`src/rtl/rtc_counter.sv`:
```
// rtl/rtc_counter.sv - BCD real-time clock with prescaler, validated load and 12/24-hour display
//
// Keeps time internally as six BCD digits in 24-hour form. A prescaler divides
// sys_clk down to TICK_HZ; each tick advances the time by one second.
//
// Ports:
//   sys_clk          clock, all state on rising edge
//   rst              synchronous active-high reset
//   run              1 = prescaler/time advance, 0 = hold
//   mode_24h         display mapping select (1 = 24h, 0 = 12h)
//   load             single-cycle load request for set_* digits
//   set_h_t..set_s_o load digits, 24-hour BCD
//   hours_tens..seconds_ones  displayed BCD digits (combinational)
//   pm               internal hour >= 12
//   sec_tick         one-cycle pulse when incremented digits first appear
//   day_wrap         one-cycle pulse on the 23:59:59 -> 00:00:00 increment
//   load_err         one-cycle pulse in the cycle after a rejected load

module rtc_counter #(
    parameter int unsigned CLK_HZ  = 100000000,
    parameter int unsigned TICK_HZ = 1
) (
    input  logic       sys_clk,
    input  logic       rst,
    input  logic       run,
    input  logic       mode_24h,
    input  logic       load,
    input  logic [3:0] set_h_t,
    input  logic [3:0] set_h_o,
    input  logic [3:0] set_m_t,
    input  logic [3:0] set_m_o,
    input  logic [3:0] set_s_t,
    input  logic [3:0] set_s_o,
    output logic [3:0] hours_tens,
    output logic [3:0] hours_ones,
    output logic [3:0] minutes_tens,
    output logic [3:0] minutes_ones,
    output logic [3:0] seconds_tens,
    output logic [3:0] seconds_ones,
    output logic       pm,
    output logic       sec_tick,
    output logic       day_wrap,
    output logic       load_err
);

    localparam int unsigned DIV = CLK_HZ / TICK_HZ;
    localparam int unsigned PW  = (DIV > 1) ? $clog2(DIV) : 1;
    localparam logic [PW-1:0] PRESC_MAX = PW'(DIV - 1);

    // ------------------------------------------------------------------
    // State
    // ------------------------------------------------------------------
    logic [PW-1:0] presc_q, presc_d;
    logic [3:0]    h_t_q, h_o_q, m_t_q, m_o_q, s_t_q, s_o_q;
    logic [3:0]    h_t_d, h_o_d, m_t_d, m_o_d, s_t_d, s_o_d;
    logic          sec_tick_q, sec_tick_d;
    logic          day_wrap_q, day_wrap_d;
    logic          load_err_q, load_err_d;

    // ------------------------------------------------------------------
    // Tick: prescaler sits at its maximum while running
    // ------------------------------------------------------------------
    logic tick;
    assign tick = run && (presc_q == PRESC_MAX);

    // ------------------------------------------------------------------
    // One-second BCD increment with ripple carries
    // ------------------------------------------------------------------
    logic [3:0] inc_h_t, inc_h_o, inc_m_t, inc_m_o, inc_s_t, inc_s_o;
    logic       at_day_end;

    assign at_day_end = (h_t_q == 4'd2) && (h_o_q == 4'd3) &&
                        (m_t_q == 4'd5) && (m_o_q == 4'd9) &&
                        (s_t_q == 4'd5) && (s_o_q == 4'd9);

    always_comb begin
        inc_h_t = h_t_q;
        inc_h_o = h_o_q;
        inc_m_t = m_t_q;
        inc_m_o = m_o_q;
        inc_s_t = s_t_q;
        inc_s_o = s_o_q;
        if (s_o_q == 4'd9) begin
            inc_s_o = 4'd0;
            if (s_t_q == 4'd5) begin
                inc_s_t = 4'd0;
                if (m_o_q == 4'd9) begin
                    inc_m_o = 4'd0;
                    if (m_t_q == 4'd5) begin
                        inc_m_t = 4'd0;
                        if ((h_t_q == 4'd2) && (h_o_q == 4'd3)) begin
                            inc_h_t = 4'd0;
                            inc_h_o = 4'd0;
                        end else if (h_o_q == 4'd9) begin
                            inc_h_o = 4'd0;
                            inc_h_t = h_t_q + 4'd1;
                        end else begin
                            inc_h_o = h_o_q + 4'd1;
                        end
                    end else begin
                        inc_m_t = m_t_q + 4'd1;
                    end
                end else begin
                    inc_m_o = m_o_q + 4'd1;
                end
            end else begin
                inc_s_t = s_t_q + 4'd1;
            end
        end else begin
            inc_s_o = s_o_q + 4'd1;
        end
    end

    // ------------------------------------------------------------------
    // Load validation
    // ------------------------------------------------------------------
    logic [7:0] set_hour_bin;
    logic       load_ok;

    // 8 bits keep out-of-range tens digits (up to 15) from aliasing into range
    assign set_hour_bin = (8'(set_h_t) * 8'd10) + 8'(set_h_o);

    assign load_ok = (set_h_t <= 4'd9) && (set_h_o <= 4'd9) &&
                     (set_m_t <= 4'd5) && (set_m_o <= 4'd9) &&
                     (set_s_t <= 4'd5) && (set_s_o <= 4'd9) &&
                     (set_hour_bin <= 8'd23);

    // ------------------------------------------------------------------
    // Next-state: load beats tick; a rejected load freezes everything
    // for that cycle so time and prescaler stay exactly as they were
    // ------------------------------------------------------------------
    always_comb begin
        presc_d    = presc_q;
        h_t_d      = h_t_q;
        h_o_d      = h_o_q;
        m_t_d      = m_t_q;
        m_o_d      = m_o_q;
        s_t_d      = s_t_q;
        s_o_d      = s_o_q;
        sec_tick_d = 1'b0;
        day_wrap_d = 1'b0;
        load_err_d = 1'b0;

        if (load) begin
            if (load_ok) begin
                presc_d = '0;
                h_t_d   = set_h_t;
                h_o_d   = set_h_o;
                m_t_d   = set_m_t;
                m_o_d   = set_m_o;
                s_t_d   = set_s_t;
                s_o_d   = set_s_o;
            end else begin
                load_err_d = 1'b1;
            end
        end else if (run) begin
            if (tick) begin
                presc_d    = '0;
                h_t_d      = inc_h_t;
                h_o_d      = inc_h_o;
                m_t_d      = inc_m_t;
                m_o_d      = inc_m_o;
                s_t_d      = inc_s_t;
                s_o_d      = inc_s_o;
                sec_tick_d = 1'b1;
                day_wrap_d = at_day_end;
            end else begin
                presc_d = presc_q + PW'(1);
            end
        end
    end

    always_ff @(posedge sys_clk) begin
        if (rst) begin
            presc_q    <= '0;
            h_t_q      <= 4'd0;
            h_o_q      <= 4'd0;
            m_t_q      <= 4'd0;
            m_o_q      <= 4'd0;
            s_t_q      <= 4'd0;
            s_o_q      <= 4'd0;
            sec_tick_q <= 1'b0;
            day_wrap_q <= 1'b0;
            load_err_q <= 1'b0;
        end else begin
            presc_q    <= presc_d;
            h_t_q      <= h_t_d;
            h_o_q      <= h_o_d;
            m_t_q      <= m_t_d;
            m_o_q      <= m_o_d;
            s_t_q      <= s_t_d;
            s_o_q      <= s_o_d;
            sec_tick_q <= sec_tick_d;
            day_wrap_q <= day_wrap_d;
            load_err_q <= load_err_d;
        end
    end

    // ------------------------------------------------------------------
    // Display mapping (purely combinational, never touches state)
    // ------------------------------------------------------------------
    logic [4:0] hour_bin;
    logic [4:0] hour12_bin;
    logic [3:0] hour12_t, hour12_o;

    assign hour_bin = (5'(h_t_q) * 5'd10) + 5'(h_o_q);
    assign pm       = (hour_bin >= 5'd12);

    always_comb begin
        hour12_bin = hour_bin;
        if (hour_bin == 5'd0) begin
            hour12_bin = 5'd12;
        end else if (hour_bin > 5'd12) begin
            hour12_bin = hour_bin - 5'd12;
        end
        // 12-hour values are 1..12, so a single compare gives the tens digit
        if (hour12_bin >= 5'd10) begin
            hour12_t = 4'd1;
            hour12_o = 4'(hour12_bin - 5'd10);
        end else begin
            hour12_t = 4'd0;
            hour12_o = 4'(hour12_bin);
        end
    end

    assign hours_tens   = mode_24h ? h_t_q : hour12_t;
    assign hours_ones   = mode_24h ? h_o_q : hour12_o;
    assign minutes_tens = m_t_q;
    assign minutes_ones = m_o_q;
    assign seconds_tens = s_t_q;
    assign seconds_ones = s_o_q;

    assign sec_tick = sec_tick_q;
    assign day_wrap = day_wrap_q;
    assign load_err = load_err_q;

endmodule

```
`config.mk`:
```
export PLATFORM = sky130hd
export DESIGN_NAME = rtc_counter
export DESIGN_NICKNAME = d
export VERILOG_FILES = /design/src/rtl/rtc_counter.sv
export SDC_FILE = /design/constraint.sdc
export NUM_CORES = 1
export LEC_CHECK = 0
export BUFFER_PORTS_ARGS = -buffer_cell sky130_fd_sc_hd__clkbuf_2
export CAP_MARGIN = 20
export CORE_MARGIN = 2
export CORE_UTILIZATION = 40
export DETAILED_ROUTE_END_ITERATION = 8
export PLACE_DENSITY = 0.69
export SYNTH_ARGS = -nofsm -noshare
export SYNTH_HDL_FRONTEND = slang
export SYNTH_SLANG_ARGS = --single-unit
```
`constraint.sdc`:
```
create_clock -name sys_clk -period 2.6 [get_ports sys_clk]
set_clock_uncertainty 0.15 [all_clocks]
set_input_delay 0 -clock sys_clk [delete_from_list [all_inputs] [get_ports sys_clk]]
set_output_delay 0 -clock sys_clk [all_outputs]
set_load 0.01 [all_outputs]
```
# Word level (Yosys, flattened, before mapping)
# Index checks and enable logic that the tools add are counted.
dict set report word_totals {
  ff_bits 54
  output_inout_bits 28
  wordCells 133
}
dict set report op_classes {
  add_sub_neg 11
  mul 2
  magnitude_cmp 10
  eq_ne 9
  mux 58
  bitwise 3
  n_reduce_logical 30
}
# cell count
set op_table {}
lappend op_table {{4-bit two-way mux} 49}
lappend op_table {{27-bit two-way mux} 4}
lappend op_table {{27-bit by 1-bit adder with 27-bit output (second input constant)} 1}
lappend op_table {{27-bit == test (second input constant)} 1}
lappend op_table {{4-bit by 1-bit adder with 4-bit output (second input constant)} 6}
lappend op_table {{4-bit <= comparator (second input constant)} 4}
lappend op_table {{4-bit == test (second input constant)} 3}
lappend op_table {{1-bit logical AND} 12}
lappend op_table {{2-bit nonzero test} 6}
lappend op_table {{5-bit by 4-bit >= comparator with 1-bit output (second input constant)} 2}
lappend op_table {{5-bit two-way mux} 2}
lappend op_table {{8-bit by 4-bit adder with 8-bit output} 1}
lappend op_table {{4-bit by 2-bit == test with 1-bit output (second input constant)} 2}
lappend op_table {{4-bit by 3-bit == test with 1-bit output (second input constant)} 2}
lappend op_table {{4-bit by 3-bit <= comparator with 1-bit output (second input constant)} 2}
lappend op_table {{8-bit by 5-bit <= comparator with 1-bit output (second input constant)} 1}
lappend op_table {{8-bit AND reduction} 1}
lappend op_table {{4-bit by 3-bit multiplier with 7-bit output (second input constant)} 1}
lappend op_table {{7-bit AND reduction} 1}
lappend op_table {{6-bit AND reduction} 1}
lappend op_table {{5-bit by 4-bit adder with 5-bit output} 1}
lappend op_table {{5-bit by 4-bit greater-than comparator with 1-bit output (second input constant)} 1}
lappend op_table {{5-bit logical NOT} 1}
lappend op_table {{5-bit AND reduction} 1}
lappend op_table {{other kinds (13)} 17}

# Logic depth before layout (Yosys ltp)
dict set report logic_depth {
  word_depth 10
  mapped_depth 12
  mapped_depth_nobuf 12
}

# Worst setup path after synthesis
# OpenSTA, ideal clock, no wires.
dict set report synth_timing {
  path_type {register to output}
  from {reg h_t_q[0]}
  to {out hours_ones[1]}
  arrival_time_ns 2.754
  required_ns 2.450
  setup_slack_ns -0.304
  stages_incl_launch_ff 13
  cell_sequence {dfxtp_1 -> ha_1 -> ha_1 -> xor2_1 -> ha_1 -> nor3b_1 -> o21ai_0 -> nand2_1 -> a21oi_1 -> ha_1 -> o31ai_1 -> a21o_1 -> a221oi_1}
}
dict set report synth_between {
  elab_chain_cells 8
}
# element line_no
set synth_rtl {}
lappend synth_rtl {{start: declaration} 54} ;# logic [3:0] h_t_q, h_o_q, m_t_q, m_o_q, s_t_q, s_o_q;
lappend synth_rtl {{start signal: assignment} 187} ;# h_t_q <= h_t_d;
lappend synth_rtl {{4-bit by 3-bit multiplier with 4-bit output *} 206} ;# assign hour_bin = (5'(h_t_q) * 5'd10) + 5'(h_o_q);
lappend synth_rtl {{5-bit by 4-bit adder with 5-bit output *} 206}
lappend synth_rtl {{5-bit by 4-bit subtractor with 5-bit output or 5-bit by 4-bit greater-than comparator with 1-bit output (tied branches)} {214, 213}}
lappend synth_rtl {{5-bit two-way mux} 213} ;# end else if (hour_bin > 5'd12) begin
lappend synth_rtl {{5-bit two-way mux *} 211} ;# if (hour_bin == 5'd0) begin
lappend synth_rtl {{4-bit subtractor or 5-bit by 4-bit >= comparator with 1-bit output (tied branches)} {219, 217}}
lappend synth_rtl {{4-bit two-way mux *} 217} ;# if (hour12_bin >= 5'd10) begin
lappend synth_rtl {{4-bit two-way mux *} 227} ;# assign hours_ones = mode_24h ? h_o_q : hour12_o;
lappend synth_rtl {{end: declaration} 35} ;# output logic [3:0] hours_ones,
# Mark *: on every way between the ends. The rest lies on a longest branch, timed or not.

# Worst setup path after layout
dict set report layout_timing {
  from {reg h_t_q[0]}
  to {out hours_tens[0]}
}
dict set report layout_between {
  elab_chain_cells 8
}
# element line_no
set layout_rtl {}
lappend layout_rtl {{4-bit by 3-bit multiplier with 4-bit output} 206}
lappend layout_rtl {{5-bit by 4-bit adder with 5-bit output} 206}
lappend layout_rtl {{5-bit by 4-bit subtractor with 5-bit output or 5-bit by 4-bit greater-than comparator with 1-bit output (tied branches)} {214, 213}}
lappend layout_rtl {{5-bit two-way mux} 213}
lappend layout_rtl {{5-bit two-way mux} 211}
lappend layout_rtl {{5-bit by 4-bit >= comparator with 1-bit output} 217}
lappend layout_rtl {{1-bit two-way mux} 217}
lappend layout_rtl {{4-bit two-way mux *} 226} ;# assign hours_tens = mode_24h ? h_t_q : hour12_t;
lappend layout_rtl {{end: declaration} 34} ;# output logic [3:0] hours_tens,
# Marked as above.

==> summary.txt <==
Final layout
  – Most frequent cells in the layout: 67 x buf_4, 54 x clkbuf_2, 53 x a21oi_1, 53 x dfxtp_1, 50 x nand2_1
  – P&R area growth vs syn: 39.0%
  – Design area: between 5000 and 6000 µm²
  – Fin nets: 698
  – Diode count: 0
  – Commonest non-fill, non-tap cell in the layout: buf_4
  – Share of layout cells above drive strength 1: 28.6%
  – Final non-filler cell total: between 700 and 800

Pwr
  – VDD IR max: 0.197 mV
  – Pwr per Cell Area: roughly 330 nW/µm²
  – Leak pwr: 2.11 nW
  – Total power: approximately 1.9 mW

Drt
  – First-pass DRT Iterations: 5
  – Wirelength per Cell: between 15 and 20 µm
  – DRC: 0
  – Drt first-iter violations: around 230
  – Vias: around 4,600
  – Antenna viol nets, final: 0
  – Vias per cell: 5.90
  – DRT Wirelength: between 10 and 15 mm

Min path
  – Worst min path class: primary input to register
  – Hold path start: set_h_o[1]

CTS
  – Clock Latency Late Sink: ~320 ps
  – H-tree depth: 2
  – CTS tree: yes
  – CTS Buf Count: 5
  – Root Driver: clkbuf_8
  – Reg clk slew, reported paths: between 100 and 150 ps
  – Sink Count: 54
  – Clk buf depth: 2

Floorplanning
  – Ports: 57
  – Die Ht: about 100 µm
  – Total core area: between 9000 and 10,000 µm²
  – Die Area: around 11,000 µm²
  – Die Width: between 100 and 150 µm
  – Initial Util: roughly 40%
  – Row cnt: 36

Run
  – Max-cap violations: 0

STA
  – RSZ-0062 raised after global routing: yes
  – Max_slew headroom: a little under three fifths
  – Max Slew Vio Count: 0
  – Worst-Margin Slew: 648 ps
  – Final Hold Vio Count: 0
  – Fmax: 318 MHz
  – Final WS setup: -542 ps
  – Fin crit share: 121%
  – Final setup violation count: 4
  – Fin crit period: 3140 ps
  – Fin Setup TNS: -2100 ps

Place
  – PortBufs: 56
  – HPWL after detailed placement: ~8.8 mm
  – DP Cell Count: around 730
  – Worst slack at placement: -394 ps
  – Placed instance area: approximately 4800 µm²
  – GP Congestion: ~0.86

GRT
  – Gr usage total: between 20% and 30%
  – Pin count of the biggest net entering global routing: 50
  – Vias in the first global route: approximately 4,400
  – First-pass GRT wire length: 20.7 mm
  – Antenna violations before repair: 0
  – GR Overflow Total: 0

Setup path
  – Element type at the critical path start: register
  – RR Startpoint: h_t_q[0]
  – Critical Path End Type: output port
  – R2r setup slk: roughly 150 ps
  – Critical path class: register to output port
  – Critical path required time: 2450 ps
  – Critical path arrival: 2990 ps
  – CP Launch Point: h_t_q[0]
  – CP Max Fanout: 4

Yosys
  – Area of the mapped netlist: slightly above 4000 µm²
  – Average size of a mapped cell: between 7 and 8 µm²
  – Syn nets: about 570
  – Register area share after synthesis: 26.8%
  – Synth cell types: 71
  – #FFs+latches synth: 54
  – Post-synth top flop: dfxtp_1
  – Synth warnings: 0
  – Asr flop ratio synth: 0%
  – Cell count after synthesis: around 520
  – EDFF count, synth: 0

Outcome
  – Outcome: finished with violations
  – Failing checks: setup timing
Yosys cell counts, drive strengths merged (4+ instances only):
master / n / area [µm²]
clkbuf: 23 / 87.6
o21ai: 26 / 130
o32ai: 8 / 70.1
a221oi: 7 / 61.3
or4: 19 / 143
mux2i: 6 / 60.1
nand2: 53 / 199
nand2b: 6 / 37.5
inv: 25 / 93.8
nor2b: 8 / 50.1
nor3: 17 / 90.1
nand3: 23 / 115
ha: 21 / 263
and2: 6 / 37.5
nand4: 10 / 62.6
nor2: 31 / 119
or3: 6 / 37.5
o31ai: 20 / 150
and3: 5 / 31.3
a21oi: 57 / 285
o22ai: 4 / 25.0
mux2: 5 / 63.8
a211oi: 6 / 45.0
nor3b: 4 / 30.0
buf: 8 / 37.5
dfxtp: 54 / 1080
metrics by stage:
step	util, %	hold WS [ps]
after floorplan	-	-90.6
after global placement	49.5	112
after detailed placement	49.5	121
after CTS	54.3	7.91
after global routing	57.3	30.5
final	57.3	11.9
cell type report:
class / instances / area, µm²
Timing Repair Buffer: 148 / 1090
Sequential cell: 54 / 1080
Fill cell: 864 / 4170
Clock buffer: 5 / 68.8
Multi-Input combinational cell: 411 / 3020
Inverter: 25 / 93.8
Tap cell: 133 / 166
Clock inverter: 3 / 68.8
worst max-delay path, cell delays in order, from the launching register on:
cell and delay, ps:
dfxtp_4 390, ha_4 160, fa_2 380, xor2_4 190, ha_4 170, nor3b_4 140
o21ai_1 140, nand2_1 100, a21oi_2 170, ha_4 170, o31ai_2 60, a21o_1 190
mux2_4 280, buf_6 120
worst paths after layout:
| check | depth (start not counted) | endpoint |
|---|---|---|
| worst max-delay path | 13 | hours_tens[0] |
| worst min register to register | 2 | presc_q[1] |
| worst min-delay path | 3 | h_o_q[1] |
| worst max register to register | 9 | h_t_q[3] |
cells by family after synthesis:
family	Yosys count	synth area share (%)
AOI/OAI and AO/OA	161	26.6
buffers and inverters	56	5.43
DFF	54	26.8
adders and majority gates	24	8.01
xor gates and xnor gates	6	1.68
muxes	11	3.07
and+or+nand+nor	209	28.3
report_power, final:
group	internal (mW)	switching, mW	leakage, nW
Clock	0.386	0.305	0.0683
Combinational	0.161	0.171	1.61
Sequential	0.829	0.00342	0.436
Total	1.38	0.480	2.11
per-layer routing:
metal	vias to the layer above	track usage [%]	wire length, µm
li1	2213	-	-
met1	2192	29.0	5750
met2	169	38.1	6270
met3	22	3.88	683
met4	0	7.43	254
met5	-	0	0
registers in the layout, summed over array words and instances, names as in the netlist:
register / count
minutes_ones: 4
presc_q: 27
load_err: 1
seconds_tens: 4
day_wrap: 1
h_o_q: 4
minutes_tens: 4
sec_tick: 1
seconds_ones: 4
h_t_q: 4
timing repair:
action,4_1_cts,5_1_grt
cloned,0,3
hold endpoints to repair,22,0
buffers inserted,7,10
pin swaps,14,21
resized for setup,16,30
hold buffers,21,0
endpoints found under the setup margin,10,48
(Power assumes the default switching activity.)
